`src/rtl/seq_restoring_div_16_8_pkg.sv`:
```
// Shared constants and types for the 16/8 restoring divider.
package div_pkg;

    localparam int W_N   = 16;
    localparam int W_D   = 8;
    localparam int STEPS = 16;
    localparam int CNT_W = 4;

    localparam logic [W_N-1:0]   DZ_QUOTIENT = 16'hFFFF;
    localparam logic [CNT_W-1:0] LAST_STEP   = CNT_W'(STEPS - 1);

    typedef enum logic [1:0] {
        IDLE = 2'd0,
        CALC = 2'd1,
        DONE = 2'd2
    } div_state_t;

endpackage

```
`src/rtl/seq_restoring_div_16_8_if.sv`:
```
// Operand/result valid-ready bundle; master is the requester, slave the divider.
interface seq_restoring_div_16_8_if;
    import div_pkg::*;

    logic           in_valid;
    logic           in_ready;
    logic [W_N-1:0] IN1;
    logic [W_D-1:0] IN2;
    logic           out_valid;
    logic           out_ready;
    logic [W_N-1:0] Q;
    logic [W_D-1:0] R;
    logic           dz;

    modport master (
        output in_valid, IN1, IN2, out_ready,
        input  in_ready, out_valid, Q, R, dz
    );

    modport slave (
        input  in_valid, IN1, IN2, out_ready,
        output in_ready, out_valid, Q, R, dz
    );

endinterface

```
`src/rtl/seq_restoring_div_16_8_step.sv`:
```
// One combinational restoring-division iteration: shift in the next dividend bit,
// trial-subtract the divisor, keep the difference only if it did not go negative.
module div_restore_step
    import div_pkg::*;
(
    input  logic [W_D:0]   r_i,
    input  logic [W_N-1:0] q_i,
    input  logic [W_D-1:0] d_i,
    output logic [W_D:0]   r_o,
    output logic [W_N-1:0] q_o
);

    logic [W_D:0] t;
    logic [W_D:0] d_ext;
    logic         unused_r_msb;

    // r[8] is always 0 between steps, so only r[7:0] feeds the shift.
    assign unused_r_msb = r_i[W_D];
    assign t            = {r_i[W_D-1:0], q_i[W_N-1]};
    assign d_ext        = {1'b0, d_i};

    always_comb begin
        if (t >= d_ext) begin
            r_o = t - d_ext;
            q_o = {q_i[W_N-2:0], 1'b1};
        end else begin
            r_o = t;
            q_o = {q_i[W_N-2:0], 1'b0};
        end
    end

endmodule

```
`src/rtl/seq_restoring_div_16_8.sv`:
```
// Sequential radix-2 restoring divider, 16-bit dividend / 8-bit divisor,
// one operation in flight, valid/ready on both sides.
module seq_restoring_div_16_8
    import div_pkg::*;
(
    input  logic                    clk,
    input  logic                    rst,
    seq_restoring_div_16_8_if.slave bus
);

    div_state_t       state_q, state_d;
    logic [W_N-1:0]   q_q, q_d;
    logic [W_D-1:0]   d_q, d_d;
    logic [W_D:0]     r_q, r_d;
    logic [CNT_W-1:0] cnt_q, cnt_d;
    logic [W_N-1:0]   qo_q, qo_d;
    logic [W_D-1:0]   ro_q, ro_d;
    logic             dz_q, dz_d;
    logic             ov_q, ov_d;

    logic [W_D:0]     step_r;
    logic [W_N-1:0]   step_q;

    div_restore_step u_step (
        .r_i (r_q),
        .q_i (q_q),
        .d_i (d_q),
        .r_o (step_r),
        .q_o (step_q)
    );

    always_ff @(posedge clk) begin
        // NOTE: state uses <= so every flop samples the pre-edge values of its _d.
        if (rst) begin
            state_q <= IDLE;
            q_q     <= '0;
            d_q     <= '0;
            r_q     <= '0;
            cnt_q   <= '0;
            qo_q    <= '0;
            ro_q    <= '0;
            dz_q    <= 1'b0;
            ov_q    <= 1'b0;
        end else begin
            state_q <= state_d;
            q_q     <= q_d;
            d_q     <= d_d;
            r_q     <= r_d;
            cnt_q   <= cnt_d;
            qo_q    <= qo_d;
            ro_q    <= ro_d;
            dz_q    <= dz_d;
            ov_q    <= ov_d;
        end
    end

    always_comb begin
        // NOTE: default first so no path leaves state_d unassigned (no latch).
        state_d = state_q;
        unique case (state_q)
            IDLE:    if (bus.in_valid) state_d = (bus.IN2 == '0) ? DONE : CALC;
            CALC:    if (cnt_q == LAST_STEP) state_d = DONE;
            DONE:    if (bus.out_ready) state_d = IDLE;
            default: state_d = IDLE;
        endcase
    end

    always_comb begin
        q_d   = q_q;
        d_d   = d_q;
        r_d   = r_q;
        cnt_d = cnt_q;
        qo_d  = qo_q;
        ro_d  = ro_q;
        dz_d  = dz_q;
        ov_d  = ov_q;
        unique case (state_q)
            IDLE: begin
                if (bus.in_valid) begin
                    q_d   = bus.IN1;
                    d_d   = bus.IN2;
                    r_d   = '0;
                    cnt_d = '0;
                    // A zero divisor skips the iterations and reports straight away.
                    if (bus.IN2 == '0) begin
                        qo_d = DZ_QUOTIENT;
                        ro_d = bus.IN1[W_D-1:0];
                        dz_d = 1'b1;
                        ov_d = 1'b1;
                    end
                end
            end
            CALC: begin
                q_d   = step_q;
                r_d   = step_r;
                cnt_d = cnt_q + 1'b1;
                if (cnt_q == LAST_STEP) begin
                    qo_d = step_q;
                    ro_d = step_r[W_D-1:0];
                    dz_d = 1'b0;
                    ov_d = 1'b1;
                end
            end
            DONE: begin
                if (bus.out_ready) ov_d = 1'b0;
            end
            default: ;
        endcase
    end

    always_comb begin
        bus.in_ready = (state_q == IDLE);
    end

    assign bus.out_valid = ov_q;
    assign bus.Q         = qo_q;
    assign bus.R         = ro_q;
    assign bus.dz        = dz_q;

endmodule
```
`src/flat_wrapper.sv`:
```
// flat-port wrapper written by rule: the top's interface ports become plain ports
module seq_restoring_div_16_8_flat import div_pkg::*;
  (clk, rst, bus_in_valid, bus_IN1, bus_IN2, bus_out_ready, bus_in_ready, bus_out_valid, bus_Q, bus_R, bus_dz);
  seq_restoring_div_16_8_if bus_i ();
  input  logic clk;
  input  logic rst;
  input wire logic [$bits(bus_i.in_valid)-1:0] bus_in_valid;
  input wire logic [$bits(bus_i.IN1)-1:0] bus_IN1;
  input wire logic [$bits(bus_i.IN2)-1:0] bus_IN2;
  input wire logic [$bits(bus_i.out_ready)-1:0] bus_out_ready;
  output wire logic [$bits(bus_i.in_ready)-1:0] bus_in_ready;
  output wire logic [$bits(bus_i.out_valid)-1:0] bus_out_valid;
  output wire logic [$bits(bus_i.Q)-1:0] bus_Q;
  output wire logic [$bits(bus_i.R)-1:0] bus_R;
  output wire logic [$bits(bus_i.dz)-1:0] bus_dz;
  assign bus_i.in_valid = bus_in_valid;
  assign bus_i.IN1 = bus_IN1;
  assign bus_i.IN2 = bus_IN2;
  assign bus_i.out_ready = bus_out_ready;
  assign bus_in_ready = bus_i.in_ready;
  assign bus_out_valid = bus_i.out_valid;
  assign bus_Q = bus_i.Q;
  assign bus_R = bus_i.R;
  assign bus_dz = bus_i.dz;
  seq_restoring_div_16_8 u_core (.clk(clk), .rst(rst), .bus(bus_i));
endmodule
```
`config.mk`:
```
export PLATFORM = sky130hd
export DESIGN_NAME = seq_restoring_div_16_8_flat
export DESIGN_NICKNAME = d
export VERILOG_FILES = /design/src/rtl/seq_restoring_div_16_8_pkg.sv /design/src/rtl/seq_restoring_div_16_8_if.sv /design/src/rtl/seq_restoring_div_16_8_step.sv /design/src/rtl/seq_restoring_div_16_8.sv /design/src/flat_wrapper.sv
export SDC_FILE = /design/constraint.sdc
export NUM_CORES = 1
export LEC_CHECK = 0
export BUFFER_PORTS_ARGS = -buffer_cell sky130_fd_sc_hd__buf_2
export CORE_MARGIN = 2
export CORE_UTILIZATION = 58
export CTS_BUF_LIST = sky130_fd_sc_hd__clkbuf_8
export CTS_CLUSTER_SIZE = 25
export DETAILED_ROUTE_END_ITERATION = 12
export GPL_ROUTABILITY_DRIVEN = 0
export PLACE_DENSITY = 0.93
export SYNTH_ARGS = -nofsm -noshare
export SYNTH_HDL_FRONTEND = slang
export SYNTH_SLANG_ARGS = --single-unit
```
`constraint.sdc`:
```
create_clock -name clk -period 2.64 [get_ports clk]
set_input_delay 0.396 -clock clk [delete_from_list [all_inputs] [get_ports clk]]
set_output_delay 0.396 -clock clk [all_outputs]
set_load 0.005 [all_outputs]
```
==> results_dict.tcl, run 1 <==
set metrics [dict create \
    tritoncts "yes" \
    critPathLaunchType "register" \
    drv_slew 0 \
    avgSynthCellArea_sq_um 7.92 \
    place_area_sq_um 3480 \
    start_util 0.612 \
    clk_pin_slew_ns 0.07 \
    power_leakage_uw 0.00151 \
    hold_class "in2reg" \
    final_common_cell "dfxtp_1" \
    coreArea_sq_um 5200 \
    utilization 0.702 \
    dieWidth_microns 78.1 \
    fillers 401 \
    drt_iter0_markers 350 \
    cts.sinks 64 \
    rsz0062_at_grt "false" \
    portBuffers 54 \
    holdBufCountCts 0 \
    reg2reg_depth 5 \
    vias 3154 \
    drive_above_1_share 0.183 \
    wl_mm 7.95 \
    grt_pass1_wl_mm 13.2 \
    ys.flop_type "dfxtp_1" \
    syn_nets 440 \
    finalNetCount 488 \
    synth-edff-count 0 \
    synth_largest_area_cell "dfxtp_1" \
    post-place-ws_ns 0.353 \
    fin_crit_sh 0.877 \
    tns_ns 0 \
    grt_max_degree 30 \
    netlist_area_sq_um 3190 \
    crit_arrival_ns 2.55 \
    dp_cells 509 \
    grtUsageTotal 0.269 \
    hold_depth 2 \
    powerDensity_nw_per_um2 641 \
    reg2reg_slack_ns 0.32 \
    cts_root_buffer "clkbuf_8" \
    post_cts_buffers 0 \
    rows 26 \
    ys_warn_count 0 \
    synth_cell_types 52 \
    worstSkewPairLatency_ns 0.34 \
    ir_worst_vdd_mv 0.469 \
    ant_nets 0 \
    max_freq_mhz 432 \
    skew_ns 0.00884 \
    overflow 0 \
    setup_violations 0 \
    required_ns 2.88 \
    cap_viol_max_count 0 \
    fin_cells 524 \
    synth_top_area_frac 0.402 \
    cp-end-kind "register" \
    relSlewSlack 0.461 \
    grt_pass1_vias 2905 \
    synth_seq_cells 64 \
    period_minus_slack_ns 2.32 \
    holdPathEnd "u_core.bus.out_valid$_SDFFE_PP0P_" \
    path_max_fanout 12 \
    htree_levels 3 \
    cts_resized 0 \
    via_per_inst 6.02 \
    tightestPinTransition_ns 0.808 \
    antenna_found_initial 0 \
    die_h_microns 78.1 \
    timing.final.ws_setup_ns 0.324 \
    drcViolationCount 0 \
    criticalPathCategory "reg2reg" \
    ioPinCount 55 \
    yosys-top-cells-area "dfxtp_1, nor2_1, nor3_1" \
    cts_buffers 9 \
    hold_viol 0 \
    final_cell_mix "dfxtp_1, nor2_1, buf_2" \
    diodes 0 \
    design_area_sq_um 3650 \
    ys_async_sr_fraction 0 \
    first_pass_iters 5 \
    rr_startpoint "u_core.r_q[5]$_SDFFE_PP0P_" \
    status "finished clean" \
    routedWlPerCell_microns 15.2 \
    dieArea_sq_um 6100 \
    min_from "bus_out_ready" \
    dp_hpwl_mm 5.67 \
    clockBufferDepth 2 \
    ys_seq_area_frac 0.402 \
    area_growth_pct 14.7 \
    syn_inst 402 \
    r2r_end "u_core.bus.R[2]$_SDFFE_PP0P_" \
]
-- logic make-up (layout without fill, tap and decap cells) --
group / Yosys count / after routing / synth area share
flip-flops: 64 / 64 / 0.402
buffers and inverters: 40 / 92 / 0.0573
AND/OR/NAND/NOR: 186 / 186 / 0.267
adder cells (fa/ha/maj): 10 / 10 / 0.0416
multiplexers: 6 / 6 / 0.0208
AO/OA/AOI/OAI: 95 / 95 / 0.208
XOR/XNOR: 1 / 1 / 0.00275
-- worst max path at each step --
stage / start / endpoint / depth (start not counted)
5_1_grt: u_core.r_q[2]$_SDFFE_PP0P_ / u_core.bus.R[2]$_SDFFE_PP0P_ / 6
4_1_cts: u_core.r_q[5]$_SDFFE_PP0P_ / u_core.bus.R[2]$_SDFFE_PP0P_ / 5
3_3_place_gp: bus_IN2[3] / u_core.bus.R[0]$_SDFFE_PP0P_ / 7
6_report: u_core.r_q[5]$_SDFFE_PP0P_ / u_core.bus.R[2]$_SDFFE_PP0P_ / 5
2_1_floorplan: u_core.r_q[5]$_SDFFE_PP0P_ / u_core.bus.R[7]$_SDFFE_PP0P_ / 8
3_5_place_dp: bus_IN2[3] / u_core.bus.R[0]$_SDFFE_PP0P_ / 7
-- power by group --
part	internal [uW]	switching [uW]	leakage, uW
clock network	359	373	0.0000841
registers	1020	45.9	0.000522
logic	193	356	0.000907
total	1570	775	0.00151
-- per-layer routing --
metal  global-route usage  wire length, microns
met5                    0                     0
met2                0.453                  3760
met1                0.339                  3350
met3               0.0437                   642
met4                0.126                   195
-- Yosys cell counts (3+ instances only) --
master    instances
nand3_1           9
buf_6             3
o21ai_0           8
a211oi_1          9
nand2b_1          3
buf_1             4
ha_1              9
nor2_1           63
nor2b_1           5
dfxtp_1          64
a21oi_1          20
a311oi_1         13
buf_2             5
nor3b_1           3
nor3_1           42
mux2i_1           4
nand2_1          44
or3_1             4
a41oi_1           4
a31oi_1           6
clkbuf_1         13
o21ai_1           5
o211ai_1          8
a22oi_1           3
inv_1            13
and3_1            5
-- critical path, stage by stage (launching register included) --
cell and delay, ns:
dfxtp_1 0.36, ha_1 0.42, a21o_1 0.25, a211o_1 0.47
or3_1 0.46, a41oi_1 0.26
-- through the flow --
| step | power, uW | hold WS [ns] |
|---|---|---|
| floorplan | 1470 | 0.440 |
| global placement | 1590 | 0.468 |
| detailed placement | 1610 | 0.481 |
| CTS | 2340 | 0.261 |
| global route | 2450 | 0.290 |
| finish | 2340 | 0.270 |
-- area by class of cell --
cell class | instances | area (sq um) | share of cell area
Multi-Input combinational cell | 298 | 1720 | 0.471
Clock buffer | 10 | 138 | 0.0377
Clock inverter | 5 | 33.8 | 0.00925
Inverter | 14 | 52.6 | 0.0144
Timing Repair Buffer | 63 | 338 | 0.0925
Sequential cell | 64 | 1280 | 0.351
Tap cell | 70 | 87.6 | 0.0240
-- sequential cells by signal, summed over array words and instances, names as in the netlist --
register,cells
u_core.cnt_q,4
u_core.bus.out_valid,1
u_core.d_q,8
u_core.bus.Q,16
u_core.r_q,8
u_core.q_q,16
u_core.bus.dz,1
u_core.state_q,2
u_core.bus.R,8
No activity file was read; power rests on OpenSTA's default activity.
==> run 2: changes to the inputs <==
--- a/config.mk
+++ b/config.mk
@@ -7,12 +7,11 @@
 export LEC_CHECK = 0
 export BUFFER_PORTS_ARGS = -buffer_cell sky130_fd_sc_hd__buf_2
 export CORE_MARGIN = 2
-export CORE_UTILIZATION = 58
-export CTS_BUF_LIST = sky130_fd_sc_hd__clkbuf_8
+export CORE_UTILIZATION = 56
 export CTS_CLUSTER_SIZE = 25
 export DETAILED_ROUTE_END_ITERATION = 12
 export GPL_ROUTABILITY_DRIVEN = 0
-export PLACE_DENSITY = 0.93
+export PLACE_DENSITY = 0.86
 export SYNTH_ARGS = -nofsm -noshare
 export SYNTH_HDL_FRONTEND = slang
 export SYNTH_SLANG_ARGS = --single-unit
==> results_dict.tcl, run 2 (synthesis results as in run 1) <==
set metrics [dict create \
    status "finished clean" \
    overflow 0 \
    drive_above_1_share 0.185 \
    rows 27 \
    cts_buffers 9 \
    hold_viol 0 \
    ir_worst_vdd_mv 0.418 \
    final_common_cell "dfxtp_1" \
    antenna_found_initial 0 \
    criticalPathCategory "reg2reg" \
    hold_class "in2reg" \
    critPathLaunchType "register" \
    tns_ns 0 \
    first_pass_iters 5 \
    post-place-ws_ns 0.379 \
    met3_usage 0.0498 \
    area_growth_pct 16.5 \
    skew_ns 0.0106 \
    cts_root_buffer "clkbuf_8" \
    htree_levels 3 \
    power_leakage_uw 0.00154 \
    cap_viol_max_count 0 \
    path_max_fanout 12 \
    dp_hpwl_mm 5.72 \
    fillers 453 \
    grt.met1_usage 0.346 \
    busiest_layer "met2" \
    cts.sinks 64 \
    fin_crit_sh 0.852 \
    ant_nets 0 \
    finalNetCount 488 \
    final_cell_mix "dfxtp_1, nor2_1, buf_2" \
    relSlewSlack 0.473 \
    timing.final.ws_setup_ns 0.392 \
    grt_pass1_wl_mm 13.4 \
    worstSkewPairLatency_ns 0.35 \
    grtUsageTotal 0.270 \
    period_minus_slack_ns 2.25 \
    met2_usage 0.434 \
    drv_slew 0 \
    setup_violations 0 \
    dieArea_sq_um 6310 \
    crit_arrival_ns 2.49 \
    reg2reg_depth 6 \
    powerDensity_nw_per_um2 690 \
    grt_max_degree 32 \
    portBuffers 54 \
    rr_startpoint "u_core.r_q[5]$_SDFFE_PP0P_" \
    hold_depth 2 \
    holdPathEnd "u_core.bus.out_valid$_SDFFE_PP0P_" \
    drt_iter0_markers 323 \
    min_from "bus_out_ready" \
    start_util 0.579 \
    rsz0062_at_grt "false" \
    holdBufCountCts 0 \
    diodes 0 \
    post_cts_buffers 0 \
    routedWlPerCell_microns 15.5 \
    cp-end-kind "register" \
    cts_resized 0 \
    drcViolationCount 0 \
    ioPinCount 55 \
    reg2reg_slack_ns 0.39 \
    coreArea_sq_um 5510 \
    die_h_microns 79.4 \
    clk_pin_slew_ns 0.08 \
    dp_cells 511 \
    utilization 0.674 \
    required_ns 2.88 \
    fin_cells 527 \
    r2r_end "u_core.bus.R[5]$_SDFFE_PP0P_" \
    clockBufferDepth 2 \
    dieWidth_microns 79.4 \
    tightestPinTransition_ns 0.789 \
    max_freq_mhz 445 \
    tritoncts "yes" \
    wl_mm 8.18 \
    grt_pass1_vias 2952 \
    via_per_inst 6.04 \
    vias 3182 \
]
## run 2: how the worst max path moves through the flow
stage	start	end	slack [ns]	depth (start not counted)
after floorplan	u_core.r_q[5]$_SDFFE_PP0P_	u_core.bus.R[7]$_SDFFE_PP0P_	0.67	8
final	u_core.r_q[5]$_SDFFE_PP0P_	u_core.bus.R[5]$_SDFFE_PP0P_	0.39	6
after global placement	bus_IN2[3]	u_core.bus.R[5]$_SDFFE_PP0P_	0.44	6
after detailed placement	bus_IN2[7]	u_core.bus.R[5]$_SDFFE_PP0P_	0.38	6
after global routing	u_core.r_q[5]$_SDFFE_PP0P_	u_core.q_q[0]$_SDFFE_PP0P_	0.20	5
after CTS	u_core.r_q[5]$_SDFFE_PP0P_	u_core.bus.R[5]$_SDFFE_PP0P_	0.44	6
## run 2: critical path, cell delays in order (launching register included)
cell     delay, ns
dfxtp_1       0.36
ha_1          0.42
a21o_1        0.24
a211o_1       0.46
o31ai_1       0.29
a31oi_1       0.10
a32o_1        0.28
## run 2: area by class of cell
class / instances / area, sq um / area share
Clock inverter: 7 / 103 / 0.0277
Inverter: 14 / 52.6 / 0.0142
Tap cell: 72 / 90.1 / 0.0243
Multi-Input combinational cell: 298 / 1720 / 0.464
Sequential cell: 64 / 1280 / 0.345
Timing Repair Buffer: 63 / 338 / 0.0911
Clock buffer: 9 / 124 / 0.0334
## run 2: metal layers
| metal | part of all wire | vias up |
|---|---|---|
| met1 | 0.43 | 1465 |
| met2 | 0.47 | 149 |
| met5 | 0 | - |
| met3 | 0.073 | 23 |
| met4 | 0.029 | 0 |
| li1 | - | 1545 |
## run 2: power breakdown
| group | switching [uW] | internal, uW | total (uW) |
|---|---|---|---|
| registers | 46.3 | 1020 | 1060 |
| logic | 353 | 192 | 545 |
| clock network | 413 | 541 | 954 |
## run 2: stage by stage
step | area (sq um) | hold WS, ns | power [uW]
2_1_floorplan | 3190 | 0.440 | 1470
3_3_place_gp | 3480 | 0.459 | 1590
3_5_place_dp | 3480 | 0.463 | 1610
4_1_cts | 3710 | 0.262 | 2550
5_1_grt | 3710 | 0.269 | 2670
6_report | 3710 | 0.267 | 2560
==> run 3: changes to the inputs <==
--- a/config.mk
+++ b/config.mk
@@ -7,11 +7,12 @@
 export LEC_CHECK = 0
 export BUFFER_PORTS_ARGS = -buffer_cell sky130_fd_sc_hd__buf_2
 export CORE_MARGIN = 2
-export CORE_UTILIZATION = 56
+export CORE_UTILIZATION = 47
 export CTS_CLUSTER_SIZE = 25
 export DETAILED_ROUTE_END_ITERATION = 12
 export GPL_ROUTABILITY_DRIVEN = 0
-export PLACE_DENSITY = 0.86
+export PLACE_DENSITY = 0.75
+export SKIP_CTS_REPAIR_TIMING = 1
 export SYNTH_ARGS = -nofsm -noshare
 export SYNTH_HDL_FRONTEND = slang
 export SYNTH_SLANG_ARGS = --single-unit
==> results_dict.tcl, run 3 (synthesis results as in run 1) <==
set metrics [dict create \
    r2r_end "u_core.bus.R[2]$_SDFFE_PP0P_" \
    power_uw 2310 \
    ir_worst_vdd_mv 0.279 \
    dieArea_sq_um 7450 \
    cp-end-kind "register" \
    pwr-share-clk 0.305 \
    setup_violations 0 \
    first_pass_iters 5 \
    switching_power_uw 761 \
    critPathLaunchType "register" \
    finalNetCount 491 \
    overflow 0 \
    start_util 0.477 \
    wl_mm 7.97 \
    grt_max_degree 32 \
    min_from "bus_out_ready" \
    antenna_found_initial 0 \
    hold_class "in2reg" \
    fin_crit_sh 0.830 \
    rows 30 \
    drive_above_1_share 0.188 \
    tns_ns 0 \
    ioPinCount 55 \
    crit_arrival_ns 2.45 \
    via_per_inst 5.71 \
    powerDensity_nw_per_um2 629 \
    cts_buffers 9 \
    tightestPinTransition_ns 0.800 \
    period_minus_slack_ns 2.19 \
    relSlewSlack 0.466 \
    diodes 0 \
    path_max_fanout 7 \
    grtUsageTotal 0.223 \
    reg2reg_depth 6 \
    holdPathEnd "u_core.bus.out_valid$_SDFFE_PP0P_" \
    internal-power_uw 1550 \
    cts.sinks 64 \
    drcViolationCount 0 \
    htree_levels 3 \
    p_seq_frac 0.458 \
    place_area_sq_um 3520 \
    rr_startpoint "u_core.r_q[2]$_SDFFE_PP0P_" \
    vias 3072 \
    max_stage_delay_ns 0.45 \
    rsz0062_at_grt "false" \
    skew_ns 0.00844 \
    worstSkewPairLatency_ns 0.34 \
    reg2reg_slack_ns 0.45 \
    final_cell_mix "dfxtp_1, nor2_1, buf_2" \
    area_growth_pct 15.5 \
    dieWidth_microns 86.3 \
    ant_nets 0 \
    fillers 641 \
    drv_slew 0 \
    cts_root_buffer "clkbuf_8" \
    sw_frac_of_total 0.329 \
    grt_pass1_wl_mm 13.3 \
    final_common_cell "dfxtp_1" \
    hold_depth 2 \
    design_area_sq_um 3680 \
    portBuffers 54 \
    grt_pass1_vias 2830 \
    max_freq_mhz 456 \
    coreArea_sq_um 6680 \
    worst_hold_slack_ns 0.273 \
    clk_pin_slew_ns 0.07 \
    hold_viol 0 \
    status "finished clean" \
    drt_iter0_markers 221 \
    routedWlPerCell_microns 14.8 \
    tritoncts "yes" \
    criticalPathCategory "reg2reg" \
    crit_chain "ha_1, a21o_1, a21oi_1, nand3_1, or3_1, a41oi_1" \
    power_leakage_uw 0.00153 \
    required_ns 2.90 \
    critPathSlowestCell "or3_1" \
    die_h_microns 86.3 \
    cap_viol_max_count 0 \
    clockBufferDepth 2 \
    dp_hpwl_mm 5.83 \
    p_comb_frac 0.237 \
]
-- run 3: worst max path at each step --
stage                                    start                            to  slack [ns]  cells past startpoint
CTS                 u_core.r_q[2]$_SDFFE_PP0P_  u_core.bus.R[2]$_SDFFE_PP0P_        0.44                      6
detailed placement                  bus_IN2[3]  u_core.bus.R[5]$_SDFFE_PP0P_        0.36                      6
floorplan           u_core.r_q[5]$_SDFFE_PP0P_  u_core.bus.R[7]$_SDFFE_PP0P_        0.67                      8
global route        u_core.d_q[3]$_SDFFE_PP0P_    u_core.r_q[6]$_SDFFE_PP0P_        0.25                      7
finish              u_core.r_q[2]$_SDFFE_PP0P_  u_core.bus.R[2]$_SDFFE_PP0P_        0.45                      6
global placement                    bus_IN2[3]  u_core.bus.R[5]$_SDFFE_PP0P_        0.41                      6
-- run 3: per-stage QoR --
stage | instances | utilization | setup slack, ns
after global placement | 522 | 0.526 | 0.409
after detailed placement | 522 | 0.526 | 0.364
after floorplan | 402 | - | 0.671
after global routing | 538 | 0.551 | 0.249
after CTS | 538 | 0.551 | 0.444
final | 538 | 0.551 | 0.448
-- run 3: power by group through the flow --
stage / sequential (uW) / combinational (uW) / clock [uW]
floorplan: 1070 / 406 / 0
global placement: 1080 / 529 / 0
detailed placement: 1080 / 541 / 0
CTS: 1060 / 542 / 718
global route: 1060 / 614 / 760
finish: 1060 / 548 / 706
-- run 3: layout make-up --
cell class	count	area, sq um	area share
clock buffers	10	128	0.0347
inverters	14	52.6	0.0143
well taps	80	100	0.0272
repair buffers	66	360	0.0979
flip-flops and latches	64	1280	0.348
clock inverters	6	36.3	0.00986
multi-input cells	298	1720	0.468
-- run 3: metal layers --
metal	wire, microns	vias to the layer above	global-route usage
met5	0	-	0
met4	97	0	0.0838
met3	531	8	0.0419
met2	3730	97	0.361
met1	3610	1422	0.298
li1	-	1545	-
-- run 3: critical path, delay by kind of cell (launching register included) --
kind	cells	cell delay (ns)
AOI/OAI and AO/OA	3	0.70
adders and majority gates	1	0.38
DFF	1	0.34
and+or+nand+nor	2	0.69
